==> src/rtl/lsu_pkg.sv <==
// Shared definitions for the byte-serial load/store unit.
package lsu_pkg;

  localparam logic [1:0] SZ_B = 2'd0;
  localparam logic [1:0] SZ_H = 2'd1;
  localparam logic [1:0] SZ_W = 2'd2;
  localparam logic [1:0] SZ_D = 2'd3;

  typedef enum logic [1:0] {
    S_IDLE = 2'd0,
    S_XFER = 2'd1,
    S_RESP = 2'd2
  } lsu_state_e;

  // Access size in bytes: 1, 2, 4 or 8.
  function automatic logic [3:0] size_bytes(input logic [1:0] sz);
    return 4'd1 << sz;
  endfunction

  // Sign- or zero-extend the low 8N bits of d to 64 bits.
  function automatic logic [63:0] lsu_extend(input logic [63:0] d,
                                             input logic [1:0]  sz,
                                             input logic        uns);
    logic [63:0] r;
    r = d;
    case (sz)
      SZ_B:    r = {{56{~uns & d[7]}},  d[7:0]};
      SZ_H:    r = {{48{~uns & d[15]}}, d[15:0]};
      SZ_W:    r = {{32{~uns & d[31]}}, d[31:0]};
      default: r = d;
    endcase
    return r;
  endfunction

endpackage

==> src/rtl/load_store_unit.sv <==
// Load/store unit: moves 1..8 bytes one per cycle over a byte-wide memory port.
module load_store_unit
  import lsu_pkg::*;
#(
  parameter int ADDR_W    = 64,
  parameter int MEM_BYTES = 64
) (
  input  logic              clk,
  input  logic              rst_n,
  input  logic              req_valid,
  output logic              req_ready,
  input  logic              req_write,
  input  logic [1:0]        req_size,
  input  logic              req_unsigned,
  input  logic [ADDR_W-1:0] req_addr,
  input  logic [63:0]       req_wdata,
  output logic              rsp_valid,
  input  logic              rsp_ready,
  output logic [63:0]       rsp_rdata,
  output logic              rsp_err,
  output logic [ADDR_W-1:0] mem_addr,
  output logic              mem_re,
  output logic              mem_we,
  output logic [7:0]        mem_wdata,
  input  logic [7:0]        mem_rdata
);

  localparam int AW1 = ADDR_W + 1;

  lsu_state_e        state_q, state_d;
  logic [2:0]        k_q, k_d;
  logic              write_q;
  logic [1:0]        size_q;
  logic              uns_q;
  logic [ADDR_W-1:0] addr_q;
  logic [63:0]       wdata_q;
  logic [63:0]       data_q;
  logic              err_q;

  logic              accept;
  logic [3:0]        req_n;
  logic [3:0]        req_nm1;
  logic [3:0]        cur_nm1;
  logic              misalign;
  logic [AW1-1:0]    end_addr;
  logic              oob;
  logic              req_err;
  logic              last_byte;

  // Error check on the incoming request; the end address is one bit wider
  // than the address so a request near the top of the space cannot wrap.
  always_comb begin
    req_n    = size_bytes(req_size);
    req_nm1  = req_n - 4'd1;
    misalign = (req_addr[2:0] & req_nm1[2:0]) != 3'd0;
    end_addr = {1'b0, req_addr} + AW1'(req_n);
    oob      = end_addr > AW1'(MEM_BYTES);
    req_err  = misalign | oob;
    accept   = req_valid & (state_q == S_IDLE);
    cur_nm1  = size_bytes(size_q) - 4'd1;
    last_byte = (k_q == cur_nm1[2:0]);
  end

  // Next-state logic.
  always_comb begin
    state_d = state_q;
    k_d     = k_q;
    case (state_q)
      S_IDLE: begin
        k_d = 3'd0;
        if (req_valid) state_d = req_err ? S_RESP : S_XFER;
      end
      S_XFER: begin
        if (last_byte) state_d = S_RESP;
        else           k_d     = k_q + 3'd1;
      end
      S_RESP: begin
        if (rsp_ready) state_d = S_IDLE;
      end
      default: state_d = S_IDLE;
    endcase
  end

  // Outputs decode straight from registered state so reset clears them at once.
  always_comb begin
    req_ready = (state_q == S_IDLE);
    rsp_valid = (state_q == S_RESP);
    rsp_err   = (state_q == S_RESP) & err_q;
    rsp_rdata = '0;
    if ((state_q == S_RESP) && !err_q && !write_q)
      rsp_rdata = lsu_extend(data_q, size_q, uns_q);
    mem_addr  = '0;
    mem_re    = 1'b0;
    mem_we    = 1'b0;
    mem_wdata = 8'h00;
    if (state_q == S_XFER) begin
      mem_addr  = addr_q + ADDR_W'(k_q);
      mem_re    = ~write_q;
      mem_we    = write_q;
      mem_wdata = wdata_q[{k_q, 3'b000} +: 8];
    end
  end

  // FSM state and byte index.
  always_ff @(posedge clk or negedge rst_n) begin
    if (!rst_n) begin
      state_q <= S_IDLE;
      k_q     <= 3'd0;
    end else begin
      state_q <= state_d;
      k_q     <= k_d;
    end
  end

  // Request latch and load-data assembly, one byte per XFER cycle.
  always_ff @(posedge clk or negedge rst_n) begin
    if (!rst_n) begin
      write_q <= 1'b0;
      size_q  <= SZ_B;
      uns_q   <= 1'b0;
      addr_q  <= '0;
      wdata_q <= '0;
      data_q  <= '0;
      err_q   <= 1'b0;
    end else if (accept) begin
      write_q <= req_write;
      size_q  <= req_size;
      uns_q   <= req_unsigned;
      addr_q  <= req_addr;
      wdata_q <= req_wdata;
      data_q  <= '0;
      err_q   <= req_err;
    end else if ((state_q == S_XFER) && !write_q) begin
      data_q[{k_q, 3'b000} +: 8] <= mem_rdata;
    end
  end

endmodule

==> config.mk <==
export PLATFORM = sky130hd
export DESIGN_NAME = load_store_unit
export DESIGN_NICKNAME = d
export VERILOG_FILES = /design/src/rtl/lsu_pkg.sv /design/src/rtl/load_store_unit.sv
export SDC_FILE = /design/constraint.sdc
export NUM_CORES = 1
export LEC_CHECK = 0
export BUFFER_PORTS_ARGS = -buffer_cell sky130_fd_sc_hd__clkbuf_2
export CAP_MARGIN = 40
export CORE_AREA = 3 3 154 156
export CTS_CLUSTER_SIZE = 12
export DETAILED_ROUTE_END_ITERATION = 6
export DIE_AREA = 0 0 157 159
export PLACE_DENSITY = 0.9
export RECOVER_POWER = 25
export SLEW_MARGIN = 10
export SYNTH_ARGS = -nofsm -noshare
export SYNTH_HDL_FRONTEND = slang
export SYNTH_SLANG_ARGS = --single-unit
==> constraint.sdc <==
create_clock -name clk -period 4 [get_ports clk]
set_input_delay 0.6 -clock clk [delete_from_list [all_inputs] [get_ports clk]]
set_output_delay 0.6 -clock clk [all_outputs]
set_load 0.02 [all_outputs]
==> flow_summary.yaml <==
outcome:
  status: "finished with violations"
  failed_checks: "max-capacitance violations, max-slew violations"
logic_synthesis:
  synthSimpleGateAreaFrac: 0.3104
  syn_area_per_cell_um2: 8.125
  synth.area.mux_share: 0.05852
  synth_top_family_by_area: "simple AND/OR/NAND/NOR gates"
  syn-num-nets: 1681
  synth_ff_type: "dfrtp_1"
  synth_xor_area_frac: 0.04890
  synthArstFlopShare: 1.000
  synth_edf_count: 0
  ys_seq_area_frac: 0.4090
  synth-adder-area-share: 0.01741
  ys_ff_latch: 202
  synth_cell_type_count: 62
  yosysWarnings: 0
  synth.cell_area_um2: 12360
  synth_cells: 1521
  synth_compound_area_frac: 0.1190
place:
  pre_cts_slack_ps: -163.4
  place.detailed.hpwl_um: 28930
  gp_congestion: 0.9814
  numPortBuffers: 284
timing:
  clock_skew_ps: 9.254
  slew_violations: 63
  whs_ps: 285.1
  clock.fmax_ghz: 0.2584
  fin_ws_ps: 130.4
  maxSlewHeadroom: -1.262
  rsz0062_at_grt: "yes"
  final.period_utilization: 0.9674
  finalHoldViolCount: 0
  fin_tns_setup_ps: 0
  worst_slew_pin_slew_ps: 3393
  setup_viol: 0
  period_minus_slack_ps: 3870
floorplan:
  dieArea_um2: 24960
  die_height_um: 159
  floorplan.initialDensity: 0.5492
  fp.coreArea_um2: 22500
  die_w_um: 157
  ios: 285
  rows: 55
layout:
  drive_above_1_share: 0.2359
  multi_input_area_um2: 6914
  regArea_um2: 5056
  layout_commonest_cell: "nand2_1"
  fin_util: 0.6679
  mostFrequentLayoutCells: "nand2_1 (464), clkbuf_2 (282), dfrtp_1 (201)"
  fill_cells: 1784
  layout.nets: 1954
  syn_to_final_growth_pct: 21.62
setup_path:
  ff2ff_setup_slack_ps: 860
  criticalPathCategory: "flop to output port"
  arrival_ps: 3270
  timing.reg2reg.worst_path_depth: 8
  timing.critical_path.from: "addr_q[18]"
  r2r_start: "k_q[0]"
  cp-end-kind: "output port"
  worstSetupStartpointType: "flop"
  cp_max_fo: 5
  timing.critical_path.to: "mem_addr[62]"
  worstReg2RegEnd: "data_q[10]"
  cp.required_ps: 3400
global_routing:
  grt_pass1_vias: 12330
  grt_max_degree: 84
  grt_pass1_wl_um: 64080
  grt_usage: 0.3124
  antenna_found_initial: 1
  grt_overflow: 0
clock_network:
  clk_path_buf_depth: 3
  clkSinkCount: 202
  cts_hold_buf: 0
  clkSlewWorstSetupHoldPaths_ps: 60
  h-tree-depth: 1
  cts_root_buf: "clkbuf_16"
  insertion_delay_ps: 510
  cts_tree: "built"
  cts_buffers: 23
route:
  wl_um: 39840
  vias: 12720
  via_per_inst: 6.071
  firstDrtPassIters: 6
  drc: 0
  initialDrtViolationCount: 1486
  antenna_left: 0
  wl_per_cell_um: 19.01
power_and_ir_drop:
  ir_worst_vdd_v: 0.0003133
  p_leak_nw: 7.398
  power.total_w: 0.005680
  power_density_nw_per_um2: 377.9
worst_hold_path:
  hp-class: "input port to flop"
job:
  cap_violations: 1
==> worst max-delay path: stages, from the launching register on <==
cell,delay (ps)
dfrtp_1,420
and4_4,260
and3_1,230
nand4_1,210
or4_4,530
nor3_4,160
nand4_1,210
or3_1,400
a21oi_1,180
buf_4,170
==> cells by family after synthesis <==
kind of cell,Yosys count
and+or+nand+nor,845
AOI/OAI and AO/OA,224
DFF,202
buffers and inverters,114
xor gates and xnor gates,69
muxes,51
adders and majority gates,16
==> flip-flops by register name (all words and copies together) (netlist names), 2 cells and up <==
| register | count |
|---|---|
| wdata_q | 64 |
| size_q | 2 |
| addr_q | 64 |
| k_q | 3 |
| state_q | 2 |
| data_q | 64 |
==> cell type report <==
class	instances	area share
inverters	22	0.005495
repair buffers	340	0.1236
diodes	1	0.0001665
multi-input cells	1205	0.4600
clock buffers	36	0.04487
flip-flops and latches	202	0.3364
well taps	285	0.02373
clock inverters	5	0.005661
==> power by group <==
group	switching (W)	internal [W]
clock	0.000841	0.00129
sequential	0.000260	0.00232
combinational	0.000602	0.000369
==> layer usage <==
layer | vias to the layer above | global-route usage | wire length (µm)
li1 | 5775 | - | -
met1 | 6041 | 0.4206 | 15640
met2 | 754 | 0.4943 | 18460
met3 | 154 | 0.05817 | 3721
met4 | 0 | 0.1357 | 2014
met5 | - | 0 | 0
==> how the worst min path moves through the flow <==
stage | start | end | slack (ps) | cells after the start
after CTS | rst_n | data_q[22] | 80 | 1
after global placement | wdata_q[23] | wdata_q[23] | 450 | 2
after global routing | req_wdata[21] | wdata_q[21] | 280 | 3
after detailed placement | wdata_q[28] | wdata_q[28] | 460 | 2
final | req_wdata[21] | wdata_q[21] | 290 | 3
after floorplan | rst_n | addr_q[0] | 300 | 0
==> what timing repair did <==
action	CTS	global route
setup endpoints to repair	5	15
resized for setup	4	12
setup buffers	4	6
pin swaps	2	4
==> cell usage after synthesis, drive strengths merged, types with 23 or more instances <==
cell type | n | area (µm²)
o21a | 32 | 240.2
or3 | 23 | 143.9
a21oi | 69 | 345.3
nand4 | 39 | 244.0
nor3 | 28 | 161.4
dfrtp | 202 | 5055
nand3 | 49 | 245.2
xor2 | 46 | 402.9
mux2i | 28 | 280.3
o21ai | 42 | 214.0
and2 | 23 | 143.9
a22o | 37 | 324.1
nand2 | 466 | 1749
clkbuf | 83 | 311.6
xnor2 | 23 | 201.4
nor2 | 127 | 476.7
==> stage by stage <==
step	instances	cell area [µm²]
final	2096	15030
after CTS	2089	14960
after floorplan	1521	12360
after global routing	2096	15030
after detailed placement	2044	14150
after global placement	2041	14110
(Power assumes the default switching activity.)
